**config.mk**
```make
export PLATFORM = sky130hd
export DESIGN_NAME = axis_frame_sink
export DESIGN_NICKNAME = d
export VERILOG_FILES = /design/src/rtl/video_sink_pkg.sv /design/src/rtl/frame_checksum.sv /design/src/rtl/axis_frame_sink.sv
export SDC_FILE = /design/constraint.sdc
export NUM_CORES = 1
export LEC_CHECK = 0
export CAP_MARGIN = 0
export CORE_MARGIN = 8
export CORE_UTILIZATION = 30
export DETAILED_ROUTE_END_ITERATION = 10
export HOLD_SLACK_MARGIN = 0.05
export PLACE_DENSITY = 0.64
export SLEW_MARGIN = 10
export SYNTH_ARGS = -nofsm -noshare
export SYNTH_HDL_FRONTEND = slang
export SYNTH_SLANG_ARGS = --single-unit
```
**constraint.sdc**
```tcl
create_clock -name aclk -period 3.3 [get_ports aclk]
set_input_delay 0.66 -clock aclk [delete_from_list [all_inputs] [get_ports aclk]]
set_output_delay 0.66 -clock aclk [all_outputs]
set_load 0.02 [all_outputs]
```
**src/rtl/video_sink_pkg.sv**
```systemverilog
// Shared types and constants for the packed-pixel AXI-Stream frame sink.
package video_sink_pkg;

    typedef enum logic {
        SEEK_SOF = 1'b0,
        IN_FRAME = 1'b1
    } sink_state_e;

    localparam int ERR_EARLY_EOL = 0;
    localparam int ERR_LATE_EOL  = 1;
    localparam int ERR_UNEXP_SOF = 2;
    localparam int ERR_BAD_KEEP  = 3;
    localparam int ERR_W         = 4;

    localparam int DATA_W = 32;
    localparam int KEEP_W = DATA_W / 8;
    localparam logic [KEEP_W-1:0] KEEP_ALL = '1;

    localparam int X_SIZE         = 640;
    localparam int Y_SIZE         = 480;
    localparam int BITS_PER_PIXEL = 24;
    localparam int WORDS_PER_LINE = X_SIZE * BITS_PER_PIXEL / DATA_W;

endpackage

```
**src/rtl/frame_checksum.sv**
```systemverilog
// Per-frame modulo-2^32 data accumulator: load on SOF, add per word,
// latch the completed sum (including the current word) on frame end.
module frame_checksum
    import video_sink_pkg::*;
(
    input  logic              i_clk,
    input  logic              i_rst_n,
    input  logic              i_load,
    input  logic              i_add,
    input  logic              i_latch,
    input  logic [DATA_W-1:0] i_data,
    output logic [DATA_W-1:0] o_sum
);

    logic [DATA_W-1:0] r_acc;
    logic [DATA_W-1:0] r_sum;
    logic [DATA_W-1:0] w_next;

    assign w_next = r_acc + i_data;

    // NOTE: sequential state is written only with non-blocking assignments so
    // every register samples the pre-edge values of its neighbours.
    always_ff @(posedge i_clk or negedge i_rst_n) begin
        if (!i_rst_n) begin
            r_acc <= '0;
            r_sum <= '0;
        end else begin
            if (i_load) begin
                r_acc <= i_data;
            end else if (i_add) begin
                r_acc <= w_next;
            end
            if (i_latch) begin
                r_sum <= w_next;
            end
        end
    end

    assign o_sum = r_sum;

endmodule

```
**src/rtl/axis_frame_sink.sv**
```systemverilog
// AXI-Stream video frame sink: geometry checker, error/frame counters and an
// optional per-frame checksum enabled by defining AXIS_SINK_CHECKSUM_EN.
module axis_frame_sink #(
    parameter int WORDS_PER_LINE = video_sink_pkg::WORDS_PER_LINE,
    parameter int LINES          = video_sink_pkg::Y_SIZE,
    parameter int CNT_W          = 16
) (
    input  logic             aclk,
    input  logic             aresetn,
    input  logic [31:0]      in_stream_tdata,
    input  logic [3:0]       in_stream_tkeep,
    input  logic             in_stream_tlast,
    input  logic             in_stream_tuser,
    input  logic             in_stream_tvalid,
    output logic             in_stream_tready,
    input  logic             enable_i,
    input  logic             clear_i,
    output logic             frame_done_o,
    output logic [CNT_W-1:0] frame_count_o,
    output logic [CNT_W-1:0] error_count_o,
    output logic [3:0]       err_flags_o,
    output logic             in_frame_o,
    output logic [31:0]      frame_sum_o
);
    import video_sink_pkg::*;

    localparam int WCNT_W = (WORDS_PER_LINE > 1) ? $clog2(WORDS_PER_LINE) : 1;
    localparam int LCNT_W = (LINES > 1) ? $clog2(LINES) : 1;
    localparam logic [WCNT_W-1:0] LAST_WORD = WCNT_W'(WORDS_PER_LINE - 1);
    localparam logic [LCNT_W-1:0] LAST_LINE = LCNT_W'(LINES - 1);
    localparam logic [CNT_W-1:0]  CNT_MAX   = '1;

    sink_state_e       r_state;
    logic              r_tready;
    logic [WCNT_W-1:0] r_wcnt;
    logic [LCNT_W-1:0] r_lcnt;
    logic              r_frame_done;
    logic [CNT_W-1:0]  r_frame_count;
    logic [CNT_W-1:0]  r_error_count;
    logic [ERR_W-1:0]  r_err_flags;

    logic              w_accept;
    logic [ERR_W-1:0]  w_err;
    logic              w_load;
    logic              w_add;
    logic              w_good;

    assign w_accept = in_stream_tvalid & r_tready;

    // NOTE: every signal driven here gets a default first, so no path through
    // the decode can leave a latch behind.
    always_comb begin
        w_err  = '0;
        w_load = 1'b0;
        w_add  = 1'b0;
        w_good = 1'b0;
        if (w_accept) begin
            if (r_state == SEEK_SOF) begin
                // The SOF word is position 0 of line 0; lines are at least two words.
                if (in_stream_tuser) begin
                    if (in_stream_tlast) w_err[ERR_EARLY_EOL] = 1'b1;
                    else                 w_load = 1'b1;
                end
            end else if (in_stream_tuser) begin
                w_err[ERR_UNEXP_SOF] = 1'b1;
                w_load               = 1'b1;
            end else if (in_stream_tkeep != KEEP_ALL) begin
                w_err[ERR_BAD_KEEP] = 1'b1;
            end else if (in_stream_tlast && (r_wcnt != LAST_WORD)) begin
                w_err[ERR_EARLY_EOL] = 1'b1;
            end else if (!in_stream_tlast && (r_wcnt == LAST_WORD)) begin
                w_err[ERR_LATE_EOL] = 1'b1;
            end else begin
                w_add  = 1'b1;
                w_good = in_stream_tlast && (r_lcnt == LAST_LINE);
            end
        end
    end

    always_ff @(posedge aclk or negedge aresetn) begin
        if (!aresetn) begin
            r_state       <= SEEK_SOF;
            r_tready      <= 1'b0;
            r_wcnt        <= '0;
            r_lcnt        <= '0;
            r_frame_done  <= 1'b0;
            r_frame_count <= '0;
            r_error_count <= '0;
            r_err_flags   <= '0;
        end else begin
            r_tready     <= enable_i;
            r_frame_done <= w_good;

            if (w_load) begin
                r_state <= IN_FRAME;
                r_wcnt  <= WCNT_W'(1);
                r_lcnt  <= '0;
            end else if (|w_err) begin
                r_state <= SEEK_SOF;
            end else if (w_add) begin
                if (in_stream_tlast) begin
                    r_wcnt <= '0;
                    if (r_lcnt == LAST_LINE) begin
                        r_lcnt  <= '0;
                        r_state <= SEEK_SOF;
                    end else begin
                        r_lcnt <= r_lcnt + 1'b1;
                    end
                end else begin
                    r_wcnt <= r_wcnt + 1'b1;
                end
            end

            // Clear takes precedence over any increment landing on the same edge.
            if (clear_i) begin
                r_frame_count <= '0;
                r_error_count <= '0;
                r_err_flags   <= '0;
            end else begin
                if (w_good) r_frame_count <= r_frame_count + 1'b1;
                if (|w_err) begin
                    r_err_flags <= r_err_flags | w_err;
                    if (r_error_count != CNT_MAX) r_error_count <= r_error_count + 1'b1;
                end
            end
        end
    end

`ifdef AXIS_SINK_CHECKSUM_EN
    frame_checksum u_checksum (
        .i_clk   (aclk),
        .i_rst_n (aresetn),
        .i_load  (w_load),
        .i_add   (w_add),
        .i_latch (w_good),
        .i_data  (in_stream_tdata),
        .o_sum   (frame_sum_o)
    );
`else
    logic w_unused_tdata;
    assign w_unused_tdata = ^in_stream_tdata;
    assign frame_sum_o    = '0;
`endif

    assign in_stream_tready = r_tready;
    assign frame_done_o     = r_frame_done;
    assign frame_count_o    = r_frame_count;
    assign error_count_o    = r_error_count;
    assign err_flags_o      = r_err_flags;
    assign in_frame_o       = (r_state == IN_FRAME);

endmodule

```
### Yosys cells after proc, flatten, opt, wreduce, memory -nomap -nowiden

Cells that the tools add are included.
Widths: inputs -> output; s select.

| word-level totals | value |
|---|---|
| logic and storage cells | 87 |
| bits of input ports | 43 |
| output and inout bits | 71 |
| register bits | 57 |

| cells by class | value |
|---|---|
| reductions and logical operators | 17 |
| $add $sub $neg | 4 |
| muxes and demuxes | 50 |
| bitwise operators | 2 |
| eq/ne operators | 6 |

Operators with widths:

| cell | count |
|---|---|
| $mux 9 | 9 |
| $mux 16 | 5 |
| $add 16x1->16 const B | 2 |
| $mux 1 | 30 |
| $add 9x1->9 const B | 2 |
| $eq 9x9->1 const B | 2 |
| $ne 16x16->1 const B | 1 |
| $mux 4 | 3 |
| $reduce_bool 2->1 | 5 |
| $ne 9x9->1 const B | 1 |
| $reduce_bool 3->1 | 3 |
| $reduce_and 3->1 | 2 |
| $mux 2 | 2 |
| $ne 4x4->1 const B | 1 |
| $or 4x4->4 | 1 |
| $reduce_and 2->1 | 2 |
| $reduce_or 4->1 | 1 |
| $logic_and 1x1->1 | 3 |
| $mux 3 | 1 |
| $ne 2x2->1 const B | 1 |
| $and 1x1->1 | 1 |
| $logic_not 1->1 | 1 |

### Depth between registers and ports, before layout

| depth | value |
|---|---|
| depth after elaboration | 11 |
| depth in mapped cells | 13 |

### Worst setup path before layout

No wires, ideal clock.

| timing | value |
|---|---|
| kind | reg2reg |
| from | reg r_wcnt[0] |
| to | reg r_wcnt[8] |
| stages on the path, launching flop included | 12 |
| setup slack | 0.610 ns |
| setup time | 0.069 ns |
| arrival | 2.622 ns |
| required time | 3.231 ns |
| clock period less this slack | 2.690 ns |
| cells stage by stage | dfrtp_1 -> ha_1 -> and3_1 -> nand2_1 -> or4_1 -> ha_1 -> nor2_1 -> and4_1 -> buf_4 -> nor2_2 -> or4_1 -> nand3_1 |

| between the ends | value |
|---|---|
| word-level cells in the longest chain between the ends | 11 |

Ends and longest elaborated chain:

| element | line | RTL |
|---|---|---|
| start: declaration | axis_frame_sink.sv:35 | `logic [WCNT_W-1:0] r_wcnt;` |
| start signal: assignment | axis_frame_sink.sv:110 | `r_wcnt <= r_wcnt + 1'b1;` |
| $eq 9x9->1 | axis_frame_sink.sv:71 | `end else if (!in_stream_tlast && (r_wcnt == LAST_WORD)) begin` |
| $logic_and 1x1->1 | axis_frame_sink.sv:71 |  |
| $mux 1 | axis_frame_sink.sv:71 |  |
| $mux 1 | axis_frame_sink.sv:69 | `end else if (in_stream_tlast && (r_wcnt != LAST_WORD)) begin` |
| $mux 2 | axis_frame_sink.sv:67 | `end else if (in_stream_tkeep != KEEP_ALL) begin` |
| $mux 2 | axis_frame_sink.sv:64 | `end else if (in_stream_tuser) begin` |
| $mux 3 | axis_frame_sink.sv:58 | `if (r_state == SEEK_SOF) begin` |
| $mux 4 | axis_frame_sink.sv:57 | `if (w_accept) begin` |
| $reduce_or 4->1 | axis_frame_sink.sv:98 | `end else if (\|w_err) begin` |
| $ne 2x2->1 (no line) | - |  |
| $reduce_and 2->1 (no line) | - |  |

Parallel ways exist; a longest one is shown, timed or not. The select of a mux whose other input is x is not followed.
A chain may end at the register's enable or synchronous reset.

### Final worst setup path

| timing | value |
|---|---|
| from | reg r_wcnt[0] |
| to | reg r_error_count[5] (netlist: error_count_o[5]) |

| between the ends | value |
|---|---|
| word-level cells in the longest chain between the ends | 11 |

Ends and longest elaborated chain:

| element | line | RTL |
|---|---|---|
| $eq 9x9->1 | axis_frame_sink.sv:71 |  |
| $logic_and 1x1->1 | axis_frame_sink.sv:71 |  |
| $mux 1 | axis_frame_sink.sv:71 |  |
| $mux 1 | axis_frame_sink.sv:69 |  |
| $mux 2 * | axis_frame_sink.sv:67 |  |
| $mux 2 * | axis_frame_sink.sv:64 |  |
| $mux 3 | axis_frame_sink.sv:58 |  |
| $mux 4 * | axis_frame_sink.sv:57 |  |
| $reduce_or 4->1 * | axis_frame_sink.sv:121 | `if (\|w_err) begin` |
| $reduce_bool 2->1 (no line) * | - |  |
| $reduce_and 2->1 (no line) * | - |  |
| end signal: assignment | axis_frame_sink.sv:123 | `if (r_error_count != CNT_MAX) r_error_count <= r_error_count + 1'b1;` |
| end: declaration | axis_frame_sink.sv:39 | `logic [CNT_W-1:0] r_error_count;` |

Mark *: on every way between the ends. The rest lies on a longest branch, timed or not.

==> reports/metrics.csv <==
stage,metric,value,unit
detailed_routing,DRC,0,
run,Max Cap Viol,0,
synth,Syn Inst Count,368,
sta,Final min period,3.08,ns
die,Die Width,122,um
synth,Synth top area share,42.6,%
place,HPWL Detailed,6050,um
global_routing,largest net degree at the start of global routing,37,
power_and_ir_drop,Pleak,1.68,nW
worst_setup_path,crit path capture type,register,
global_routing,antenna violations before repair,0,
clock_tree,CTS Buffer Depth,2,
worst_setup_path,critical path's top delay family,simple AND/OR/NAND/NOR gates,
clock_tree,Post-CTS Setup Bufs,0,
worst_setup_path,Worst R2R Setup Slack,0.22,ns
die,die area,0.0148,mm^2
synth,Synth area leaders,"dfrtp_1, buf_4, nor2_1",
sta,final count of pins violating max slew,0,
detailed_routing,vias post-DR,2794,
final_layout,Non-Filler Instances,564,
synth,Synth area leader,dfrtp_1,
power_and_ir_drop,VDD IR max,0.233,mV
synth,top_reg_cell synth,dfrtp_1,
synth,sequential area share after synthesis,42.6,%
synth,"flops & latches, synth",57,
final_layout,# nets final,471,
place,DP Area,0.00388,mm^2
synth,Synthesis Warnings,0,
clock_tree,"CTS clk-pin slew, worst paths",0.07,ns
detailed_routing,post-route ant nets,0,
sta,setup_tns,0,ns
die,# IOs,114,
sta,final setup vio count,0,
global_routing,grt ovf,0,
worst_setup_path,worst r2r dst,error_count_o[5]$_DFFE_PN0P_,
detailed_routing,WL final,8270,um
worst_setup_path,"critical path, cell by cell","ha_1, and3_1, nand2_1, or4_1, inv_1, ha_1, nor2_1, a21oi_2, o22ai_2, or4_1, a21oi_1",
worst_setup_path,Critical Path AT,3.34,ns
worst_setup_path,r2r worst-path depth,11,
global_routing,gr usage total,11.2,%
final_layout,ANT cells,0,
global_routing,vias in the first global route,2746,
detailed_routing,Iteration-0 DRC Markers,153,
clock_tree,CTS tree,done,
sta,fmax,0.324,GHz
die,die height,122,um
clock_tree,post-CTS sizing,0,
worst_setup_path,CP max FO,16,
clock_tree,CTS Buf Count,9,
detailed_routing,DR pass1 iterations,4,
worst_setup_path,critical path startpoint,r_wcnt[0]$_DFFE_PN0P_,
global_routing,first-pass GRT wire length,13500,um
synth,synthesized cell area,0.00335,mm^2
clock_tree,CTS H-tree lvls,3,
worst_setup_path,CP peak stage delay,0.52,ns
worst_setup_path,WP buf/inv,1,
final_layout,area delta synth->final,20.9,%
power_and_ir_drop,Pwr per Cell Area,352,mW/mm^2
die,core area,0.0109,mm^2
clock_tree,CTS Hold Bufs,0,
status,run status,"complete, no violations",
synth,Synth Area per Inst,9.11,um^2
place,dpl cells,551,
die,row count,38,
place,input/output buffers,49,
detailed_routing,DR vias/cell,4.95,
worst_setup_path,Setup CP Type,reg -> reg,
worst_setup_path,worst r2r src,r_wcnt[0]$_DFFE_PN0P_,
synth,"EDFF count, synth",0,
detailed_routing,DR WL/cell,14.7,um
clock_tree,clk sinks,57,
final_layout,layout cell share with drive strength beyond 1,8.02,%
worst_setup_path,CP max-delay cell,or4_1,
die,Starting Density,30.8,%
synth,distinct cell type count after synthesis,58,
sta,Slew headroom,45.0,%
synth,Async SR Flop Fraction,100,%
clock_tree,Clock Root Buffer,clkbuf_8,
clock_tree,clock latency on the worst-skew pair,0.34,ns
worst_setup_path,required time worst endpoint,3.55,ns
final_layout,design area,0.00405,mm^2
sta,unrepaired setup endpoints after global routing,no,
sta,clock skew,0.00832,ns
min_path,Hold Crit Class,in -> async,
sta,final hold viol count,0,
place,RePlAce Congestion,0.767,
sta,Final Cycle Share,93.4,%
worst_setup_path,Worst Setup Start Kind,register,
sta,Worst Tran Pin Value,0.823,ns
==> cell usage in the layout, fill, tap and decap left out, drive strengths merged, types with 3 or more instances in the layout <==
cell / n
a21oi: 22
and3: 9
and4: 5
buf: 9
clkbuf: 13
clkdlybuf4s50: 48
conb: 32
dfrtp: 57
ha: 6
inv: 10
mux2i: 4
nand2: 21
nand3: 20
nand4: 15
nor2: 40
nor2b: 7
nor3: 5
nor4: 8
o21ai: 26
o31ai: 7
or3: 9
or4: 7
xnor2: 12
xor2: 3
==> sequential cells by signal, indices dropped and copies added (netlist names) <==
name              cells
frame_done_o          1
in_stream_tready      1
err_flags_o           4
r_wcnt                9
r_lcnt                9
in_frame_o            1
frame_count_o        16
error_count_o        16
==> per-stage QoR <==
step | setup slack, ns | utilization (%) | total power [W] | hold WS [ns]
3_3_place_gp | 0.302 | 35.7 | 0.000843 | 0.481
2_1_floorplan | 0.610 | - | 0.000823 | 0.364
3_5_place_dp | 0.248 | 35.7 | 0.000845 | 0.499
6_report | 0.217 | 37.2 | 0.00142 | 0.281
5_1_grt | 0.00163 | 37.2 | 0.00148 | 0.313
4_1_cts | 0.211 | 37.2 | 0.00144 | 0.292
==> per-layer routing <==
| metal | vias to the layer above | wire (um) | track usage (%) | share of wire (%) |
|---|---|---|---|---|
| met5 | - | 0 | 0 | 0 |
| met4 | 0 | 119 | 3.70 | 1.4 |
| met3 | 9 | 643 | 4.21 | 7.8 |
| met2 | 80 | 3760 | 17.8 | 45 |
| met1 | 1319 | 3750 | 13.8 | 45 |
| li1 | 1386 | - | - | - |
==> cell families (layout without fill, tap and decap cells) <==
| family | count (synthesis) | after routing | share of synthesized area, % |
|---|---|---|---|
| other | 1 | 32 | 0.112 |
| muxes | 6 | 6 | 1.87 |
| and+or+nand+nor | 154 | 154 | 25.1 |
| AOI/OAI and AO/OA | 74 | 74 | 14.0 |
| xor gates and xnor gates | 15 | 15 | 3.92 |
| DFF | 57 | 57 | 42.6 |
| buffers and inverters | 55 | 80 | 10.3 |
| adders and majority gates | 6 | 6 | 2.24 |
==> power breakdown <==
| group | internal (W) | total, W | leakage [nW] | switching [W] |
|---|---|---|---|---|
| clock network | 0.000322 | 0.000592 | 0.0875 | 0.000270 |
| logic | 0.0000327 | 0.000124 | 0.800 | 0.0000911 |
| registers | 0.000703 | 0.000709 | 0.788 | 0.00000628 |
==> worst max path at each step <==
| stage | to | depth (start not counted) | slack, ns |
|---|---|---|---|
| 6_report | error_count_o[5]$_DFFE_PN0P_ | 11 | 0.22 |
| 5_1_grt | error_count_o[5]$_DFFE_PN0P_ | 11 | 0.002 |
| 4_1_cts | error_count_o[5]$_DFFE_PN0P_ | 11 | 0.21 |
| 3_5_place_dp | error_count_o[5]$_DFFE_PN0P_ | 11 | 0.25 |
| 3_3_place_gp | error_count_o[5]$_DFFE_PN0P_ | 11 | 0.30 |
| 2_1_floorplan | r_wcnt[8]$_DFFE_PN0P_ | 11 | 0.61 |
==> synthesized netlist by cell type, types with 2 or more instances <==
library cell   n
nor3_1         5
mux2_2         2
nand2_1       21
nand4_1       15
and4_1         5
ha_1           6
a21oi_2        2
a311oi_1       2
dfrtp_1       57
or3_1          8
nor2_1        39
xor2_1         3
o21ai_0       26
buf_2          4
a41o_1         2
nand3_1       18
clkbuf_1       4
and3_1         8
buf_4         34
or4_1          6
nor4_1         8
a21oi_1       20
nor2b_1        7
inv_1         10
mux2i_1        4
o31ai_1        7
buf_1          2
and4b_1        2
xnor2_1       12
==> layout make-up <==
class / count / area, um^2
fillers: 1092 / 6840
well taps: 140 / 175
clock buffers: 13 / 169
inverters: 10 / 37.5
multi-input cells: 287 / 1700
repair buffers: 57 / 546
flip-flops and latches: 57 / 1430
(Power assumes the default switching activity.)
